===== config.mk =====
export PLATFORM = sky130hd
export DESIGN_NAME = stage_mem
export DESIGN_NICKNAME = d
export VERILOG_FILES = /design/src/rtl/rvcpu_pkg.sv /design/src/rtl/lsu_format.sv /design/src/rtl/stage_mem.sv
export SDC_FILE = /design/constraint.sdc
export NUM_CORES = 1
export LEC_CHECK = 0
export CORE_AREA = 2 2 112 114
export DETAILED_ROUTE_END_ITERATION = 8
export DIE_AREA = 0 0 114 116
export PLACE_DENSITY_LB_ADDON = 0.25
export REMOVE_ABC_BUFFERS = 1
export SLEW_MARGIN = 20
export SYNTH_ARGS = -nofsm -noshare
export SYNTH_HDL_FRONTEND = slang
export SYNTH_HIERARCHICAL = 1
export SYNTH_SLANG_ARGS = --single-unit

===== constraint.sdc =====
create_clock -name clk -period 3.45 [get_ports clk]
set_clock_uncertainty 0.1 [all_clocks]
set_input_delay 0.69 -clock clk [delete_from_list [all_inputs] [get_ports clk]]
set_output_delay 0.69 -clock clk [all_outputs]
set_load 0.02 [all_outputs]

===== src/rtl/rvcpu_pkg.sv =====
// Shared types for the rvcpu memory stage: memory op codes, MEM/WB payload, and the MEM FSM state.
package rvcpu;

  typedef enum logic [3:0] {
    NONE = 4'd0,
    LB   = 4'd1,
    LH   = 4'd2,
    LW   = 4'd3,
    LBU  = 4'd4,
    LHU  = 4'd5,
    SB   = 4'd6,
    SH   = 4'd7,
    SW   = 4'd8
  } mem_op_t;

  typedef struct packed {
    logic [31:0] pc;
    logic [4:0]  rd;
    logic        rd_valid;
    logic [31:0] rd_data;
  } stage_mem_t;

  typedef enum logic [1:0] {
    IDLE = 2'd0,
    REQ  = 2'd1,
    WAIT = 2'd2,
    DONE = 2'd3
  } mem_state_t;

  function automatic logic is_store(input mem_op_t op);
    return (op == SB) || (op == SH) || (op == SW);
  endfunction

  function automatic logic is_load(input mem_op_t op);
    return (op == LB) || (op == LH) || (op == LW) || (op == LBU) || (op == LHU);
  endfunction

endpackage


===== src/rtl/lsu_format.sv =====
// Combinational lane handling for the memory stage: store byte enables and data
// replication, load byte/half extraction with sign or zero extension.
module lsu_format
  import rvcpu::*;
(
  input  mem_op_t     mem_op,
  input  logic [1:0]  lane,
  input  logic [31:0] store_data,
  input  logic [31:0] load_word,
  output logic [3:0]  be,
  output logic [31:0] wdata,
  output logic [31:0] load_data
);

  logic [7:0]  ld_byte;
  logic [15:0] ld_half;

  always_comb begin
    be    = 4'b1111;
    wdata = store_data;
    case (mem_op)
      SB: begin
        be    = 4'b0001 << lane;
        wdata = {4{store_data[7:0]}};
      end
      SH: begin
        be    = lane[1] ? 4'b1100 : 4'b0011;
        wdata = {2{store_data[15:0]}};
      end
      default: ;
    endcase
  end

  always_comb begin
    ld_byte   = load_word[{lane, 3'b000} +: 8];
    ld_half   = lane[1] ? load_word[31:16] : load_word[15:0];
    load_data = load_word;
    case (mem_op)
      LB:      load_data = {{24{ld_byte[7]}}, ld_byte};
      LBU:     load_data = {24'd0, ld_byte};
      LH:      load_data = {{16{ld_half[15]}}, ld_half};
      LHU:     load_data = {16'd0, ld_half};
      default: ;
    endcase
  end

endmodule


===== src/rtl/stage_mem.sv =====
// MEM pipeline stage: handshakes with data memory via a 4-state FSM and formats results.
// Optional macro RVCPU_MISALIGN_TRAP_EN flags misaligned half/word accesses instead of issuing them.
module stage_mem
  import rvcpu::*;
(
  input  logic        clk,
  input  logic        rst,
  input  logic        valid_i,
  input  logic [31:0] pc_i,
  input  logic [4:0]  rd_i,
  input  logic        rd_valid_i,
  input  logic [31:0] res_i,
  input  logic [31:0] store_data_i,
  input  mem_op_t     mem_op_i,
  output stage_mem_t  out,
  output logic        stallreq_mem,
  output logic        dmem_req,
  output logic        dmem_we,
  output logic [31:0] dmem_addr,
  output logic [3:0]  dmem_be,
  output logic [31:0] dmem_wdata,
  input  logic        dmem_gnt,
  input  logic        dmem_rvalid,
  input  logic [31:0] dmem_rdata,
  output logic        misalign
);

  mem_state_t  state, state_nx;
  logic [31:0] rdata_q;
  logic        mem_act;
  logic        misalign_hit;
  logic        req_c, stall_c, capture_c, trap_c;
  logic [3:0]  fmt_be;
  logic [31:0] fmt_wdata, fmt_load;

  assign mem_act = valid_i && (mem_op_i != NONE);

`ifdef RVCPU_MISALIGN_TRAP_EN
  assign misalign_hit = mem_act &&
    ((((mem_op_i == LH) || (mem_op_i == LHU) || (mem_op_i == SH)) && res_i[0]) ||
     (((mem_op_i == LW) || (mem_op_i == SW)) && (res_i[1:0] != 2'b00)));
`else
  assign misalign_hit = 1'b0;
`endif

  lsu_format u_fmt (
    .mem_op     (mem_op_i),
    .lane       (res_i[1:0]),
    .store_data (store_data_i),
    .load_word  (rdata_q),
    .be         (fmt_be),
    .wdata      (fmt_wdata),
    .load_data  (fmt_load)
  );

  always_ff @(posedge clk) begin
    if (!rst) begin
      state   <= IDLE;
      rdata_q <= '0;
    end else begin
      state <= state_nx;
      if (capture_c) rdata_q <= dmem_rdata;
    end
  end

  always_comb begin
    state_nx  = state;
    req_c     = 1'b0;
    stall_c   = 1'b0;
    capture_c = 1'b0;
    trap_c    = 1'b0;
    case (state)
      IDLE: begin
        if (mem_act) begin
          if (misalign_hit) begin
            trap_c = 1'b1;
          end else begin
            req_c    = 1'b1;
            stall_c  = 1'b1;
            state_nx = dmem_gnt ? WAIT : REQ;
          end
        end
      end
      REQ: begin
        req_c   = 1'b1;
        stall_c = 1'b1;
        if (dmem_gnt) state_nx = WAIT;
      end
      WAIT: begin
        stall_c = 1'b1;
        if (dmem_rvalid) begin
          capture_c = 1'b1;
          state_nx  = DONE;
        end
      end
      DONE: state_nx = IDLE;
      default: state_nx = IDLE;
    endcase
  end

  // Address/data are combinational from the EX/MEM inputs, which the stall holds steady during REQ.
  assign dmem_req     = rst && req_c;
  assign dmem_we      = rst && req_c && is_store(mem_op_i);
  assign dmem_addr    = {res_i[31:2], 2'b00};
  assign dmem_be      = fmt_be;
  assign dmem_wdata   = fmt_wdata;
  assign stallreq_mem = rst && stall_c;
  assign misalign     = rst && trap_c;

  always_comb begin
    out = '0;
    if (rst) begin
      out.pc       = pc_i;
      out.rd       = rd_i;
      out.rd_valid = rd_valid_i && !(mem_act && is_store(mem_op_i)) && !trap_c;
      out.rd_data  = ((state == DONE) && is_load(mem_op_i)) ? fmt_load : res_i;
    end
  end

endmodule


==> flow_summary.ini, run 1 <==
[status]
outcome = completed

[place]
gp_congestion = 0.882
hpwl_um = 13300
placed_cells = 914
port_buffers = 281

[routing]
routedWlPerCell_um = 18.1
via_count = 5003
drc_errors = 0
drt_iter0_drc = 352
via_per_inst = 5.38
wl_um = 16900
detail-route-antenna-nets = 0
first_pass_iters = 5

[logic_synthesis]
ys_seq_area_share_pct = 17.7
yosys.cell_types.count = 42
synth-seq-cells = 34
ys.flop_type = dfxtp_1
yosysWarningCount = 6
yosysTopAreaCell = dfxtp_1
synthMuxAreaShare_pct = 11.0
synth_top_area_share_pct = 17.7
synth_xor_area_share_pct = 0.227
synth_compound_area_share_pct = 26.0
synthSimpleGateAreaFrac_pct = 28.1
synth_area_leaders = dfxtp_1 (18%), nand2_1 (10%), a21oi_1 (8.8%)
yosysMostFrequentCell = nand2_1
netlist_instances = 541
synth_edf_count = 0
synth_top_family_by_area = simple AND/OR/NAND/NOR gates
syn_area_mm2 = 0.00385
synth_adder_area_share_pct = 1.95
async_reset_ff_share_pct = 0
postSynthAreaPerCell_um2 = 7.13
synth_commonest_cells = nand2_1 (107), a21oi_1 (68), buf_4 (41)

[layout]
area_growth_pct = 78.2
diodes = 0
drive_above_1_share_pct = 15.7
stdcell_count = 930
fin_nets = 932

[sta]
relSlewSlack_pct = 35.8
fin_crit_ns = 3.38
finalMaxSlewViolations = 0
finalCritPeriodShare_pct = 98.1
worstMarginPinSlew_ns = 0.961
hold_viol_final = 0
setup_viol = 0
max_freq_ghz = 0.296

[critical_path]
cp-start-kind = primary input
required_ns = 2.66
critical_path_class = primary input to output pin
worstSetupEndpointType = output pin
cp.arrival_ns = 2.59
r2r_setup_slack_ns = 1.43
critPathMaxFanout = 8

[clocking]
cts_root_buffer = clkbuf_16
clkSinkCount = 34
cts_hold_buf = 0
cts_tree = yes
cts.clk_slew.worst_paths_ns = 0.05
clk_path_buf_depth = 2
clock_latency_ns = 0.27
htree_levels = 2
cts_buffers = 5

[grt]
grt_max_degree = 39
grt-ovfl-total = 0
grt_pass1_vias = 4824
antenna_found_initial = 1
grt_first_pass_wirelength_um = 25300
gr-usage-all-layers_pct = 23.8

[flow_run]
max_cap_violations = 0

[floorplanning]
ioPinCount = 285
die_x_um = 114
die_area_mm2 = 0.0132
start_util_pct = 32.4
placementRows = 40
core_area_mm2 = 0.0119
fp.dieH_um = 116

[pwr]
leakagePower_nw = 2.93
p_per_area_mw_per_mm2 = 275
peakVddDrop_mv = 0.193
p_total_mw = 1.89

[hold_path]
hold_path.class = register to register
-- per-layer routing --
layer  global-route usage, %  wire length (µm)  up-vias
met4                    6.99               397        2
met1                    28.6              6500     2314
met2                    43.6              8740      255
met3                    3.97              1210       36
met5                       0                12        -
li1                        -                 -     2396
-- registers in the layout (all words and copies together) (netlist names) --
register,flops
rdata_q,32
state,2
-- cell families (layout without fill, tap and decap cells) --
logic type | after synthesis | count (layout)
flops | 34 | 34
mux | 29 | 29
fa+ha+maj | 6 | 6
compound gates | 154 | 155
buf+inv | 102 | 341
simple gates | 214 | 214
xor+xnor | 1 | 1
other cells | 1 | 3
-- critical path, cell delays in order --
cell and delay [ns]:
clkdlybuf4s50_1 0.52, buf_4 0.23, nor4bb_2 0.26, buf_4 0.22
mux2_2 0.35, dlygate4sd2_1 0.32
-- final timing paths --
path / startpoint / endpoint / cells past startpoint
setup / recovery: mem_op_i[3] / dmem_wdata[13] / 6
hold / removal: rdata_q[1] / rdata_q[1] / 2
setup reg to reg: state[0] / rdata_q[14] / 5
hold reg to reg: rdata_q[1] / rdata_q[1] / 2
-- final cells by class --
| type | instances | area (µm²) |
|---|---|---|
| clock buffers | 7 | 133 |
| multi-input cells | 408 | 2660 |
| well taps | 147 | 184 |
| inverters | 4 | 15.0 |
| repair buffers | 330 | 3200 |
| flip-flops and latches | 34 | 681 |
| fillers | 1119 | 5040 |
-- report_power, final --
group | switching [mW] | internal (mW)
logic | 0.486 | 0.496
registers | 0.0603 | 0.441
clock network | 0.141 | 0.263
total | 0.687 | 1.20
-- through the flow --
| stage | TNS [ns] | setup slack (ns) | hold slack (ns) | utilization, % | area (µm²) |
|---|---|---|---|---|---|
| 4_1_cts | -0.00926 | -0.00926 | 0.378 | 57.3 | 6820 |
| 3_3_place_gp | -20.10 | -0.571 | 0.365 | 56.4 | 6720 |
| 2_1_floorplan | -10.68 | -0.334 | 0.344 | - | 3300 |
| 6_report | 0 | 0.0671 | 0.381 | 57.7 | 6870 |
| 3_5_place_dp | -21.78 | -0.614 | 0.371 | 56.4 | 6720 |
| 5_1_grt | -0.00319 | -0.00199 | 0.414 | 57.7 | 6870 |
-- placed cells by master (no fill, tap or decap), types with 2 or more instances in the layout --
| cell type | count |
|---|---|
| or3b_4 | 2 |
| o21bai_1 | 2 |
| dlymetal6s2s_1 | 9 |
| dfxtp_1 | 34 |
| mux4_2 | 2 |
| nor2_1 | 5 |
| nand4_1 | 32 |
| buf_6 | 3 |
| clkbuf_2 | 4 |
| clkdlybuf4s15_2 | 9 |
| buf_2 | 22 |
| clkdlybuf4s15_1 | 3 |
| a221o_1 | 15 |
| ha_1 | 6 |
| buf_4 | 40 |
| nor2b_1 | 3 |
| dlygate4sd2_1 | 14 |
| and3_1 | 8 |
| conb_1 | 3 |
| nand2_1 | 107 |
| a21o_1 | 18 |
| clkbuf_16 | 6 |
| o31ai_1 | 32 |
| a21oi_1 | 66 |
| o21ai_0 | 12 |
| nand2b_1 | 6 |
| inv_1 | 3 |
| clkbuf_1 | 2 |
| mux2i_1 | 11 |
| buf_12 | 9 |
| and2_1 | 38 |
| clkdlybuf4s50_1 | 216 |
| a21oi_2 | 2 |
| mux4_1 | 6 |
| mux2_2 | 9 |
-- what timing repair did --
item	in CTS	in global routing
gates resized for setup	161	31
pin swaps	3	3
buffers inserted	1	5
endpoints found under the setup margin	55	40
endpoints found under the hold margin	0	0
cloned	0	3
Power figures use the tool's default switching activity.
==> inputs of run 2 (changes only) <==
Settings changed: HOLD_SLACK_MARGIN set to 0.12, TNS_END_PERCENT set to 50.
==> flow_summary.ini, run 2 (same netlist as run 1, synthesis figures left out) <==
[pwr]
peakVddDrop_mv = 0.193
p_comb_share_pct = 52.1
leakagePower_nw = 2.92
p_total_mw = 1.89
seqPwrFrac_pct = 26.5
p_per_area_mw_per_mm2 = 275
p_sw_share_pct = 36.5
p_int_mw = 1.20
switching_power_mw = 0.688
clockPowerShare_pct = 21.4

[layout]
area_growth_pct = 78.1
final_core_util_pct = 57.6
largestRegisters = rdata_q (32), state (2)
final_cell_mix = clkdlybuf4s50_1 (216), nand2_1 (107), a21oi_1 (66)
final_common_cell = clkdlybuf4s50_1
largest_reg_flops = 32
fin_nets = 932
regMostFlops = rdata_q
drive_above_1_share_pct = 15.7
diodes = 0

[floorplanning]
die_x_um = 114
placementRows = 40
die_area_mm2 = 0.0132
ioPinCount = 285
start_util_pct = 32.4
core_area_mm2 = 0.0119
fp.dieH_um = 116

[critical_path]
rr_endpoint = rdata_q[14]
cp-startpoint = mem_op_i[3]
cp-start-kind = primary input
slowest_delay_ns = 0.53
cpMaxStageDelayCell = clkdlybuf4s50_1
critPathMaxFanout = 8
critical_path_class = primary input to output pin
cp.arrival_ns = 2.60
worstSetupEndpointType = output pin
r2r_start = state[0]
r2r_setup_slack_ns = 1.42
cp-endpoint = dmem_wdata[13]
cp_common_cell = buf_4
path_depth = 6
crit_family = buffers and inverters
crit_buf_inv = 4
required_ns = 2.66
rr_worst_depth = 5
path_cells = clkdlybuf4s50_1, buf_4, nor4bb_2, buf_4, mux2_2, dlygate4sd2_1

[sta]
hold_ws_ns = 0.382
relSlewSlack_pct = 34.6
hold_viol_final = 0
finalCritPeriodShare_pct = 98.2
fin_crit_ns = 3.39
worstMarginPinSlew_ns = 0.979
setup_viol = 0
max_freq_ghz = 0.295
finalMaxSlewViolations = 0

[place]
gp_congestion = 0.882
hpwl_um = 13300
port_buffers = 281

[routing]
via_count = 4994
wl_um = 16900
via_per_inst = 5.37
first_pass_iters = 5
drc_errors = 0
detail-route-antenna-nets = 0
drt_iter0_drc = 359
routedWlPerCell_um = 18.2

[clocking]
cts_root_buffer = clkbuf_16
cts_buffers = 5
clk_path_buf_depth = 2
cts_tree = yes
cts.clk_slew.worst_paths_ns = 0.05
htree_levels = 2
cts_hold_buf = 0
clock_latency_ns = 0.27
clkSinkCount = 34

[grt]
gr-usage-all-layers_pct = 23.7
grt-ovfl-total = 0
antenna_found_initial = 1
grt_max_degree = 39
grt_first_pass_wirelength_um = 25200
grt_pass1_vias = 4833

[status]
outcome = completed

[hold_path]
hold_path.class = register to register

[flow_run]
max_cap_violations = 0
## run 2: cell types whose count changed in the layout (fill, tap and decap cells not counted), sizes merged
cell	before	now
dlygate4sd2	14	15
dlymetal6s2s	9	8
## run 2: layer usage
layer	wire, µm	global-route usage [%]
met5	12	0
met4	374	7.15
met3	1300	4.03
met2	8740	43.6
met1	6460	28.4
## run 2: tightest hold or removal path, stage by stage (launching register included)
cell,delay (ns)
dfxtp_1,0.32
nand2_1,0.06
a21oi_1,0.05
## run 2: layout make-up
cell class              instances  area [µm²]
clock buffers                   7         133
fillers                      1117        5050
inverters                       4        15.0
multi-input cells             408        2660
flip-flops and latches         34         681
well taps                     147         184
repair buffers                330        3190
## run 2: worst min-delay path by stage
| stage | from | endpoint | slack, ns | cells past startpoint |
|---|---|---|---|---|
| floorplan | rdata_q[14] | rdata_q[14] | 0.34 | 2 |
| global placement | rdata_q[1] | rdata_q[1] | 0.36 | 2 |
| detailed placement | rdata_q[1] | rdata_q[1] | 0.37 | 2 |
| CTS | rdata_q[1] | rdata_q[1] | 0.38 | 2 |
| global route | rdata_q[7] | rdata_q[7] | 0.41 | 2 |
| finish | rdata_q[1] | rdata_q[1] | 0.38 | 2 |
## run 2: per-stage QoR
stage | cell area, µm² | setup slack (ns) | setup TNS [ns] | cells
after global placement | 6720 | -0.571 | -20.10 | 914
after floorplan | 3300 | -0.334 | -10.68 | 445
after global routing | 6870 | -0.00199 | -0.00319 | 930
final | 6870 | 0.0612 | 0 | 930
after detailed placement | 6720 | -0.614 | -21.78 | 914
after CTS | 6810 | -0.0604 | -0.0679 | 921
## run 2: repair_timing
action,CTS,global route
resized for setup,159,33
setup buffers,0,6
cloned,0,3
pin swaps,2,4
endpoints found under the setup margin,55,40
## run 2: power groups by stage
stage	combinational, mW	sequential, mW	clock, mW
4_1_cts	0.977	0.497	0.411
3_5_place_dp	0.995	0.504	0
3_3_place_gp	0.972	0.503	0
5_1_grt	1.06	0.505	0.430
6_report	0.983	0.501	0.404
2_1_floorplan	0.442	0.480	0
